==> src/rtl/arb_mux_rr.sv <==
// arb_mux_rr: N-to-1 registered multiplexer with fixed-select or round-robin arbitration.
// One output register stage; in_ready is combinational, one-hot or zero.
module arb_mux_rr #(
  parameter int unsigned WIDTH = 32,
  parameter int unsigned N     = 4,
  parameter int unsigned SELW  = 2
) (
  input  logic               clk,
  input  logic               rst_n,
  input  logic [N-1:0]       in_valid,
  input  logic [N*WIDTH-1:0] in_data,
  output logic [N-1:0]       in_ready,
  input  logic               mode,
  input  logic [SELW-1:0]    sel,
  output logic               out_valid,
  output logic [WIDTH-1:0]   out_data,
  output logic [SELW-1:0]    out_src,
  input  logic               out_ready
);

  logic             load_en;
  logic             gnt_any;
  logic             xfer;
  logic [SELW-1:0]  gnt_idx;
  logic [SELW-1:0]  last_grant;
  logic [WIDTH-1:0] gnt_data;

  assign load_en = !out_valid || out_ready;
  assign xfer    = load_en && gnt_any;

  // Round-robin: each channel's distance from last_grant+1 in modulo-N order;
  // the valid channel with the smallest distance wins.
  always_comb begin
    int unsigned best_d;
    int unsigned d;
    gnt_any = 1'b0;
    gnt_idx = '0;
    best_d  = N;
    d       = 0;
    if (!mode) begin
      for (int unsigned i = 0; i < N; i++) begin
        if (sel == SELW'(i) && in_valid[i]) begin
          gnt_any = 1'b1;
          gnt_idx = SELW'(i);
        end
      end
    end else begin
      for (int unsigned i = 0; i < N; i++) begin
        d = (i + N - 32'(last_grant) - 1) % N;
        if (in_valid[i] && d < best_d) begin
          best_d  = d;
          gnt_any = 1'b1;
          gnt_idx = SELW'(i);
        end
      end
    end
  end

  always_comb begin
    gnt_data = '0;
    for (int unsigned i = 0; i < N; i++) begin
      if (gnt_idx == SELW'(i))
        gnt_data = in_data[i*WIDTH +: WIDTH];
    end
  end

  always_comb begin
    in_ready = '0;
    for (int unsigned i = 0; i < N; i++)
      in_ready[i] = rst_n && load_en && gnt_any && (gnt_idx == SELW'(i));
  end

  always_ff @(posedge clk or negedge rst_n) begin
    if (!rst_n) begin
      out_valid  <= 1'b0;
      out_data   <= '0;
      out_src    <= '0;
      last_grant <= SELW'(N - 1);
    end else if (load_en) begin
      if (xfer) begin
        out_valid  <= 1'b1;
        out_data   <= gnt_data;
        out_src    <= gnt_idx;
        last_grant <= gnt_idx;
      end else begin
        out_valid  <= 1'b0;
      end
    end
  end

endmodule

==> config.mk <==
export PLATFORM = sky130hd
export DESIGN_NAME = arb_mux_rr
export DESIGN_NICKNAME = d
export VERILOG_FILES = /design/src/rtl/arb_mux_rr.sv
export SDC_FILE = /design/constraint.sdc
export NUM_CORES = 1
export LEC_CHECK = 0
export ABC_AREA = 0
export BUFFER_PORTS_ARGS = -buffer_cell sky130_fd_sc_hd__buf_2
export CORE_MARGIN = 5
export CORE_UTILIZATION = 45
export CTS_BUF_LIST = sky130_fd_sc_hd__clkbuf_8
export CTS_CLUSTER_SIZE = 25
export DETAILED_ROUTE_END_ITERATION = 10
export GPL_TIMING_DRIVEN = 0
export MAX_ROUTING_LAYER = met4
export PLACE_DENSITY_LB_ADDON = 0.2
export REMOVE_ABC_BUFFERS = 1
export SETUP_SLACK_MARGIN = 0.1
export SLEW_MARGIN = 20
export SYNTH_ARGS = -nofsm -noshare
export SYNTH_HDL_FRONTEND = slang
export SYNTH_SLANG_ARGS = --single-unit
==> constraint.sdc <==
create_clock -name clk -period 5.7 [get_ports clk]
set_clock_uncertainty 0.15 [all_clocks]
set_input_delay 0.285 -clock clk [delete_from_list [all_inputs] [get_ports clk]]
set_output_delay 0.285 -clock clk [all_outputs]
set_load 0.05 [all_outputs]
==> results.sh, run 1 <==
export IMPL_dp_slack_ns=-0.0290
export IMPL_drt_pass1_iterations=4
export IMPL_fin_crit_ns=5.33
export IMPL_cts_sinks=37
export IMPL_powerDensity_nw_per_um2=478
export IMPL_clk_pin_slew_ns=0.08
export IMPL_final_cells=528
export IMPL_internal_power_uw=842
export IMPL_power_frac_clock_pct=10.2
export IMPL_critPathMaxFanout=57
export IMPL_portBuffers=176
export IMPL_ys_types=44
export IMPL_synth_warnings=0
export IMPL_grt_pass1_vias=2926
export IMPL_hold_viol=0
export IMPL_netlist_instances=286
export IMPL_irDropWorstVdd_mv=0.353
export IMPL_setup_ws_ns=0.368
export IMPL_p_sw_uw=996
export IMPL_htreeDepth=2
export IMPL_nFillCells=561
export IMPL_relSlewSlack_pct=37.0
export IMPL_tritoncts="yes"
export IMPL_switching_share_pct=54.2
export IMPL_drtAntennaViolNets=0
export IMPL_hpwl_mm=6.36
export IMPL_status="finished, final reports clean"
export IMPL_cts_buffer_depth=2
export IMPL_fp_row_count=29
export IMPL_holdCritPathClass="in2reg"
export IMPL_start_util_pct=45.9
export IMPL_async_flop_share_pct=100
export IMPL_synth_area_um2=2900
export IMPL_grt_pass1_wl_mm=13.9
export IMPL_ys_seq_elements=37
export IMPL_path_class="reg2out"
export IMPL_ys_seq_area_share_pct=32.1
export IMPL_placed_cell_area_um2=3720
export IMPL_fp_dieW_um=90.2
export IMPL_fin_crit_sh_pct=93.5
export IMPL_hold_ws_ns=0.153
export IMPL_drt_total_wl_mm=8.34
export IMPL_via_per_inst=5.43
export IMPL_grt_remaining_overflow=0
export IMPL_routabilityCongestion=0.878
export IMPL_leakage_nw=1.90
export IMPL_drive_gt1_share_pct=48.1
export IMPL_tightest_slew_ns=0.944
export IMPL_synth_edf_count=0
export IMPL_cap_violations=0
export IMPL_synth_ff_type="dfrtp_1"
export IMPL_fmax_ghz=0.188
export IMPL_finalPower_mw=1.84
export IMPL_antenna_found_initial=0
export IMPL_combPwrFrac_pct=65.9
export IMPL_die_height_um=90.2
export IMPL_syn2layout_area_growth_pct=32.8
export IMPL_placed_cells=519
export IMPL_cp_end_kind="output pin"
export IMPL_grt_usage_pct=20.6
export IMPL_drv_slew=0
export IMPL_postCtsSetupBuffers=0
export IMPL_routedWlPerCell_um=15.8
export IMPL_r2r_slack_ns=0.49
export IMPL_insertedDiodeCount=0
export IMPL_rsz0062_at_grt="true"
export IMPL_finalSetupTns_ns=0
export IMPL_cp_start_kind="flop"
export IMPL_initialDrtViolationCount=97
export IMPL_p_seq_share_pct=23.9
export IMPL_grt_start_max_net_pins=58
export IMPL_critPathRequiredTime_ns=5.27
export IMPL_core_area_um2=6310
export IMPL_cts_made_buffers=5
export IMPL_cts_root_buf="clkbuf_8"
export IMPL_utilization_pct=60.9
export IMPL_setup_viol=0
export IMPL_cp_data_arrival_time_ns=4.90
export IMPL_io_pins=177
export IMPL_clk_latency_ns=0.29
export IMPL_drc=0
export IMPL_vias=2865
export IMPL_avgSynthCellArea_um2=10.1
export IMPL_final_area_um2=3850
export IMPL_nNetsFinal=591
export IMPL_die_area_um2=8140
cell type report:
class / instances / area (um^2) / share of cell area [%]
inverters: 3 / 11.3 / 0.293
flip-flops and latches: 37 / 928 / 24.1
multi-input cells: 225 / 1820 / 47.2
clock inverters: 3 / 21.3 / 0.553
repair buffers: 178 / 905 / 23.5
well taps: 77 / 96.3 / 2.50
clock buffers: 5 / 68.8 / 1.79
synth_stat cells (2+ instances only):
cell type  count  area (um^2)
clkbuf_1       4         15.0
nand2b_1       2         12.5
buf_4          4         30.0
o221ai_2      19          285
a21o_1         2         15.0
nor2_1        14         52.6
buf_6          2         22.5
inv_1          3         11.3
a21oi_1        5         25.0
nand2_2        2         12.5
a221oi_2       2         30.0
dfstp_2        2         52.6
nand2_1       43          161
buf_2          6         30.0
nor3_1        14         70.1
buf_8          2         30.0
mux2i_1       65          651
mux2_2         2         22.5
o221ai_1       5         43.8
a2111oi_0      9         78.8
buf_12         2         40.0
dfrtp_1       35          876
nand3_1        2         10.0
o21ai_0        9         45.0
ha_1           3         37.5
a311oi_1       9         78.8
o21ai_1        2         10.0
cell usage in the layout, fill, tap and decap left out, types with 2 or more instances in the layout:
cell | netlist | final
mux2_2 | 2 | 2
a311oi_1 | 9 | 9
buf_2 | 6 | 175
nand2_1 | 43 | 42
ha_1 | 3 | 3
o21ai_0 | 9 | 9
nor2_1 | 14 | 14
nand2_2 | 2 | 2
dfstp_2 | 2 | 2
dfrtp_1 | 35 | 35
a2111oi_0 | 9 | 9
nor3_1 | 14 | 14
o221ai_2 | 19 | 19
o221ai_1 | 5 | 5
inv_1 | 3 | 3
clkbuf_8 | 0 | 5
nand2b_1 | 2 | 2
a21oi_1 | 5 | 5
nand3_1 | 2 | 2
mux2i_1 | 65 | 65
a21o_1 | 2 | 2
o21ai_1 | 2 | 2
sequential cells by signal, indices dropped and copies added, names as in the netlist:
| name | count |
|---|---|
| last_grant | 2 |
| out_data | 32 |
| out_src | 2 |
| out_valid | 1 |
power by group through the flow:
| stage | registers, mW | logic, mW | clock network (mW) |
|---|---|---|---|
| 2_1_floorplan | 0.821 | 0.534 | 0 |
| 3_3_place_gp | 0.442 | 1.19 | 0 |
| 3_5_place_dp | 0.440 | 1.21 | 0 |
| 4_1_cts | 0.440 | 1.22 | 0.194 |
| 5_1_grt | 0.458 | 1.29 | 0.206 |
| 6_report | 0.440 | 1.21 | 0.187 |
final timing paths:
kind	start	end	depth (start not counted)
worst max-delay path	last_grant[0]	in_ready[2]	19
worst min-delay path	in_data[76]	out_data[12]	3
worst max register to register	last_grant[0]	out_data[17]	19
worst min register to register	out_src[1]	out_src[1]	2
max in group asynchronous	rst_n	out_data[6]	2
min in group asynchronous	rst_n	out_data[29]	2
kinds of logic after synthesis:
logic type	share of synthesized area, %
compound gates	23.7
buf+inv	6.44
xor+xnor	0.303
mux	23.2
flops	32.1
simple gates	13.0
fa+ha+maj	1.30
what timing repair did:
item | 4_1_cts | 5_1_grt
resized for setup | 1 | 4
endpoints found under the hold margin | 35 | 0
setup endpoints to repair | 23 | 29
hold buffers | 1 | 0
per-layer routing:
| metal | GRT usage, % | share of wire (%) | vias up |
|---|---|---|---|
| met1 | 25.4 | 42 | 1337 |
| met4 | 3.72 | 0.55 | 0 |
| met2 | 35.1 | 51 | 97 |
| li1 | - | - | 1427 |
| met5 | - | 0 | - |
| met3 | 4.42 | 6.5 | 4 |
worst max-delay path, cell delays in order, from the launching register on:
cell and delay (ns):
dfstp_2 0.59, xnor2_1 0.15, inv_1 0.09, ha_1 0.31, nand3_1 0.10, and3_1 0.25, nor2_1 0.06, a21oi_1 0.16
ha_1 0.20, and4b_1 0.22, a22o_1 0.26, nor2_1 0.11, a21oi_1 0.05, ha_1 0.22, or4b_1 0.53, o221ai_2 0.25
o211ai_2 0.20, nand2_8 0.46, nor3_1 0.14, buf_2 0.24
No activity file was read; power rests on OpenSTA's default activity.
==> inputs of run 2 (changes only) <==
--- a/config.mk
+++ b/config.mk
@@ -7,8 +7,10 @@
 export LEC_CHECK = 0
 export ABC_AREA = 0
 export BUFFER_PORTS_ARGS = -buffer_cell sky130_fd_sc_hd__buf_2
+export CELL_PAD_IN_SITES_DETAIL_PLACEMENT = 0
+export CELL_PAD_IN_SITES_GLOBAL_PLACEMENT = 1
 export CORE_MARGIN = 5
-export CORE_UTILIZATION = 45
+export CORE_UTILIZATION = 32
 export CTS_BUF_LIST = sky130_fd_sc_hd__clkbuf_8
 export CTS_CLUSTER_SIZE = 25
 export DETAILED_ROUTE_END_ITERATION = 10
==> run 2 against run 1 <==
Net effect:
- non-clock buffer count unchanged
- power up 3.3%
- setup slack better by 0.027 ns
- combinational power about the same
- sequential cell count unchanged
- via count up 1.5%
- final cell count up 6.3%
- cell area up 1.9%
- register-to-register slack better by 0.14 ns
- global-route usage down 4.3 points
- count of clock-buffer cells in the layout up 2
- largest power group unchanged
==> results.sh, run 2 (synthesis gave the netlist of run 1 again) <==
export IMPL_irDropWorstVdd_mv=0.256
export IMPL_syn2layout_area_growth_pct=35.3
export IMPL_cp_end_kind="output pin"
export IMPL_hpwl_mm=6.86
export IMPL_critPathRequiredTime_ns=5.27
export IMPL_via_per_inst=5.18
export IMPL_fin_crit_ns=5.31
export IMPL_fp_row_count=34
export IMPL_cap_violations=0
export IMPL_clk_pin_slew_ns=0.08
export IMPL_htreeDepth=2
export IMPL_die_area_um2=11100
export IMPL_fp_dieW_um=105
export IMPL_routedWlPerCell_um=17.1
export IMPL_core_area_um2=8760
export IMPL_cts_made_buffers=5
export IMPL_routabilityCongestion=0.827
export IMPL_setup_viol=0
export IMPL_die_height_um=105
export IMPL_cts_sinks=37
export IMPL_cp_start_kind="flop"
export IMPL_powerDensity_nw_per_um2=485
export IMPL_largest_reg_flops=32
export IMPL_insertedDiodeCount=0
export IMPL_fmax_ghz=0.188
export IMPL_postCtsSetupBuffers=0
export IMPL_r2r_end="out_data[17]"
export IMPL_drv_slew=0
export IMPL_final_cells=561
export IMPL_start_util_pct=33.0
export IMPL_leakage_nw=1.92
export IMPL_r2r_slack_ns=0.63
export IMPL_worst_hold_path_endpoint="out_data[12]"
export IMPL_tightest_slew_ns=1.03
export IMPL_grt_pass1_wl_mm=14.7
export IMPL_dp_slack_ns=-0.164
export IMPL_r2r_start="last_grant[0]"
export IMPL_cts_root_buf="clkbuf_8"
export IMPL_final_cell_mix="buf_2 (176), mux2i_1 (65), nand2_1 (42), dfrtp_1 (35), o221ai_2 (19)"
export IMPL_drt_pass1_iterations=4
export IMPL_antenna_found_initial=0
export IMPL_cts_buffer_depth=2
export IMPL_clk_latency_ns=0.29
export IMPL_tritoncts="yes"
export IMPL_io_pins=177
export IMPL_hold_path_startpoint="in_data[76]"
export IMPL_portBuffers=176
export IMPL_relSlewSlack_pct=31.6
export IMPL_drtAntennaViolNets=0
export IMPL_cp_data_arrival_time_ns=4.87
export IMPL_holdPathStages=3
export IMPL_grt_start_max_net_pins=58
export IMPL_initialDrtViolationCount=111
export IMPL_path_class="reg2out"
export IMPL_drt_total_wl_mm=9.58
export IMPL_fin_crit_sh_pct=93.1
export IMPL_nNetsFinal=593
export IMPL_critPathMaxFanout=6
export IMPL_r2r_cells=19
export IMPL_grt_pass1_vias=3058
export IMPL_placed_cells=550
export IMPL_grt_remaining_overflow=0
export IMPL_grt_usage_pct=16.3
export IMPL_setup_ws_ns=0.394
export IMPL_drive_gt1_share_pct=48.3
export IMPL_hold_viol=0
export IMPL_holdCritPathClass="in2reg"
export IMPL_reg_top3="out_data (32), last_grant (2), out_src (2)"
export IMPL_rsz0062_at_grt="true"
export IMPL_status="finished, final reports clean"
export IMPL_nFillCells=895
export IMPL_regMostFlops="out_data"
export IMPL_drc=0
export IMPL_vias=2908
export IMPL_layout_commonest_cell="buf_2"
run 2: changes by cell type in the layout (fill, tap and decap cells not counted), sizes merged:
cell,change
a21oi,+1
clkbuf,+2
clkinv,-1
clkinvlp,-1
nand2,+1
run 2: worst max-delay path: stages (launching register included):
cell and delay, ns:
dfstp_2 0.59, xnor2_1 0.16, inv_1 0.09, ha_1 0.32, nand3_1 0.10, and3_1 0.25
nor2_1 0.06, a21oi_1 0.17, ha_1 0.21, and4b_1 0.22, a22o_1 0.25, nor2_1 0.09
a21oi_1 0.05, ha_1 0.23, or4b_1 0.53, o221ai_2 0.23, o211ai_2 0.26, and2_1 0.29
nor3_1 0.20, buf_2 0.29
run 2: final cells by class:
class | count | area (um^2) | share of cell area [%]
Timing Repair Buffer | 178 | 902 | 23.0
Clock inverter | 1 | 8.76 | 0.224
Multi-Input combinational cell | 227 | 1840 | 46.9
Tap cell | 108 | 135 | 3.45
Clock buffer | 7 | 96.3 | 2.46
Sequential cell | 37 | 928 | 23.7
Inverter | 3 | 11.3 | 0.287
run 2: per-stage QoR:
stage / utilization [%] / hold slack [ns] / power, mW / setup TNS (ns) / area [um^2]
floorplan: - / -0.161 / 1.35 / 0 / 2720
global placement: 42.6 / 0.306 / 1.66 / -2.14 / 3740
detailed placement: 42.9 / 0.315 / 1.67 / -3.12 / 3760
CTS: 44.3 / 0.137 / 1.90 / 0 / 3880
global route: 44.7 / 0.148 / 2.03 / 0 / 3920
finish: 44.7 / 0.140 / 1.90 / 0 / 3920
run 2: layer usage:
metal	track usage, %	wire (um)	vias up
li1	-	-	1436
met3	3.39	612	8
met5	-	0	-
met2	27.5	4760	106
met4	4.11	93	0
met1	20.0	4120	1358
run 2: worst max path at each step:
stage | from | endpoint | depth (start not counted)
global route | last_grant[1] | in_ready[3] | 19
detailed placement | last_grant[0] | out_data[14] | 19
CTS | last_grant[0] | in_ready[2] | 19
floorplan | last_grant[0] | in_ready[0] | 18
global placement | last_grant[0] | out_data[22] | 19
finish | last_grant[0] | in_ready[3] | 19
run 2: report_power, final:
group          internal (mW)  switching (mW)  leakage [nW]
clock                  0.112           0.104        0.0549
combinational          0.381           0.862          1.43
sequential             0.377          0.0641         0.437
total                  0.870            1.03          1.92
run 2: what timing repair did:
item | in CTS | in global routing
resized for setup | 1 | 2
hold buffers | 1 | 0
pin swaps | 0 | 2
cloned | 0 | 2
endpoints found under the setup margin | 25 | 31
endpoints found under the hold margin | 6 | 0
==> inputs of run 3 (changes only) <==
--- a/config.mk
+++ b/config.mk
@@ -16,7 +16,7 @@
 export DETAILED_ROUTE_END_ITERATION = 10
 export GPL_TIMING_DRIVEN = 0
 export MAX_ROUTING_LAYER = met4
-export PLACE_DENSITY_LB_ADDON = 0.2
+export PLACE_DENSITY_LB_ADDON = 0.1
 export REMOVE_ABC_BUFFERS = 1
 export SETUP_SLACK_MARGIN = 0.1
 export SLEW_MARGIN = 20
==> run 3 against run 2 <==
Net effect:
- worst hold slack improved by 0.018 ns
- utilization grew 0.21 points
- maximum frequency down 0.12%
- critical path type unchanged
- critical endpoint unchanged
- largest cell class unchanged
- largest power group unchanged
==> results.sh, run 3 (synthesis gave the netlist of run 1 again) <==
export IMPL_cpLargestDelayFamily="simple AND/OR/NAND/NOR gates"
export IMPL_core_area_um2=8760
export IMPL_grt_pass1_vias=3080
export IMPL_fin_crit_ns=5.31
export IMPL_placed_cells=551
export IMPL_hold_ws_ns=0.158
export IMPL_cts_sinks=37
export IMPL_slowest_delay_ns=0.59
export IMPL_hold_viol=0
export IMPL_switching_share_pct=55.0
export IMPL_status="finished, final reports clean"
export IMPL_postCtsSetupBuffers=0
export IMPL_final_cells=562
export IMPL_drtAntennaViolNets=0
export IMPL_final_cell_mix="buf_2 (175), mux2i_1 (65), nand2_1 (42), dfrtp_1 (35), o221ai_2 (18)"
export IMPL_drv_slew=0
export IMPL_irDropWorstVdd_mv=0.252
export IMPL_routabilityCongestion=0.751
export IMPL_rsz0062_at_grt="true"
export IMPL_critPathMaxFanout=6
export IMPL_clk_pin_slew_ns=0.08
export IMPL_cp_start_kind="flop"
export IMPL_finalPower_mw=1.90
export IMPL_combPwrFrac_pct=67.4
export IMPL_setup_ws_ns=0.388
export IMPL_fin_crit_sh_pct=93.2
export IMPL_layout_commonest_cell="buf_2"
export IMPL_fp_row_count=34
export IMPL_cp_end_kind="output pin"
export IMPL_path_class="reg2out"
export IMPL_start_util_pct=33.0
export IMPL_dp_slack_ns=-0.142
export IMPL_initialDrtViolationCount=91
export IMPL_cts_root_buf="clkbuf_8"
export IMPL_hpwl_mm=7.04
export IMPL_cts_made_buffers=5
export IMPL_die_height_um=105
export IMPL_nNetsFinal=594
export IMPL_cp_cell_sequence="xnor2_1, inv_1, ha_1, nand3_1, and3_1, nor2_1, a21oi_1, ha_1, o22ai_1, a22o_1, a21oi_1, ha_1, or4b_1, o221ai_4, o211ai_4, and2_1, nor3_1, buf_2"
export IMPL_clk_latency_ns=0.29
export IMPL_leakage_nw=1.93
export IMPL_io_pins=177
export IMPL_critical_path_buf_inv_count=2
export IMPL_grt_start_max_net_pins=58
export IMPL_portBuffers=176
export IMPL_cp_slowest_cell="dfstp_2"
export IMPL_tritoncts="yes"
export IMPL_tightest_slew_ns=0.975
export IMPL_internal_power_uw=857
export IMPL_fp_dieW_um=105
export IMPL_drt_total_wl_mm=9.79
export IMPL_setup_viol=0
export IMPL_fmax_ghz=0.188
export IMPL_vias=2940
export IMPL_critPathRequiredTime_ns=5.27
export IMPL_routedWlPerCell_um=17.4
export IMPL_cts_buffer_depth=2
export IMPL_drt_pass1_iterations=5
export IMPL_holdCritPathClass="in2reg"
export IMPL_p_seq_share_pct=23.1
export IMPL_utilization_pct=44.9
export IMPL_grt_remaining_overflow=0
export IMPL_die_area_um2=11100
export IMPL_via_per_inst=5.23
export IMPL_grt_pass1_wl_mm=14.8
export IMPL_p_sw_mw=1.05
export IMPL_htreeDepth=2
export IMPL_crit_top_cell="ha_1"
export IMPL_cap_violations=0
export IMPL_drive_gt1_share_pct=48.5
export IMPL_drc=0
export IMPL_insertedDiodeCount=0
export IMPL_reg_top3="out_data (32), last_grant (2), out_src (2)"
export IMPL_grt_usage_pct=16.6
export IMPL_relSlewSlack_pct=35.0
export IMPL_regMostFlops="out_data"
export IMPL_powerDensity_nw_per_um2=484
export IMPL_power_frac_clock_pct=9.5
export IMPL_antenna_found_initial=0
export IMPL_largest_reg_flops=32
export IMPL_syn2layout_area_growth_pct=36.0
export IMPL_cp_data_arrival_time_ns=4.88
-- run 3: power groups by stage --
stage | clock network [mW] | registers (mW) | logic [mW]
2_1_floorplan | 0 | 0.821 | 0.534
3_3_place_gp | 0 | 0.440 | 1.22
3_5_place_dp | 0 | 0.441 | 1.23
4_1_cts | 0.189 | 0.440 | 1.24
5_1_grt | 0.198 | 0.456 | 1.38
6_report | 0.181 | 0.440 | 1.28
-- run 3: through the flow --
| step | setup TNS, ns | area, um^2 |
|---|---|---|
| 2_1_floorplan | 0 | 2720 |
| 3_3_place_gp | -3.60 | 3740 |
| 3_5_place_dp | -2.84 | 3780 |
| 4_1_cts | 0 | 3880 |
| 5_1_grt | 0 | 3940 |
| 6_report | 0 | 3940 |
-- run 3: final cells by class --
cell class	instances	area, um^2
Tap cell	108	135
Timing Repair Buffer	179	920
Multi-Input combinational cell	227	1860
Sequential cell	37	928
Fill cell	870	4830
Clock buffer	5	68.8
Clock inverter	3	13.8
Inverter	3	11.3
-- run 3: final timing paths --
path                            slack [ns]  depth (start not counted)           end     startpoint
worst max-delay path                  0.39                         18   in_ready[3]  last_grant[0]
worst min-delay path                  0.16                          3  out_data[12]    in_data[76]
worst max register to register        0.59                         18  out_data[14]  last_grant[0]
worst min register to register        0.33                          2    out_src[1]     out_src[1]
max in group asynchronous             4.31                          2  out_data[19]          rst_n
min in group asynchronous             0.51                          2   out_data[9]          rst_n
-- run 3: metal layers --
metal  share of wire (%)  vias up  track usage [%]
met5                   0        -                -
met4                 1.3        0             4.38
met3                 8.0        9             4.69
met2                  49      140             27.2
met1                  42     1351             19.9
li1                    -     1440                -
-- run 3: tightest hold or removal path: stages --
cell      delay (ns)
buf_2           0.08
mux2i_1         0.07
o221ai_2        0.12
-- run 3: timing repair --
action                     CTS  global route
gates resized for setup      2             5
pin swaps                    0             2
hold buffers                 1             0
cloned                       0             2
setup endpoints to repair   27            28
hold endpoints to repair     3             0
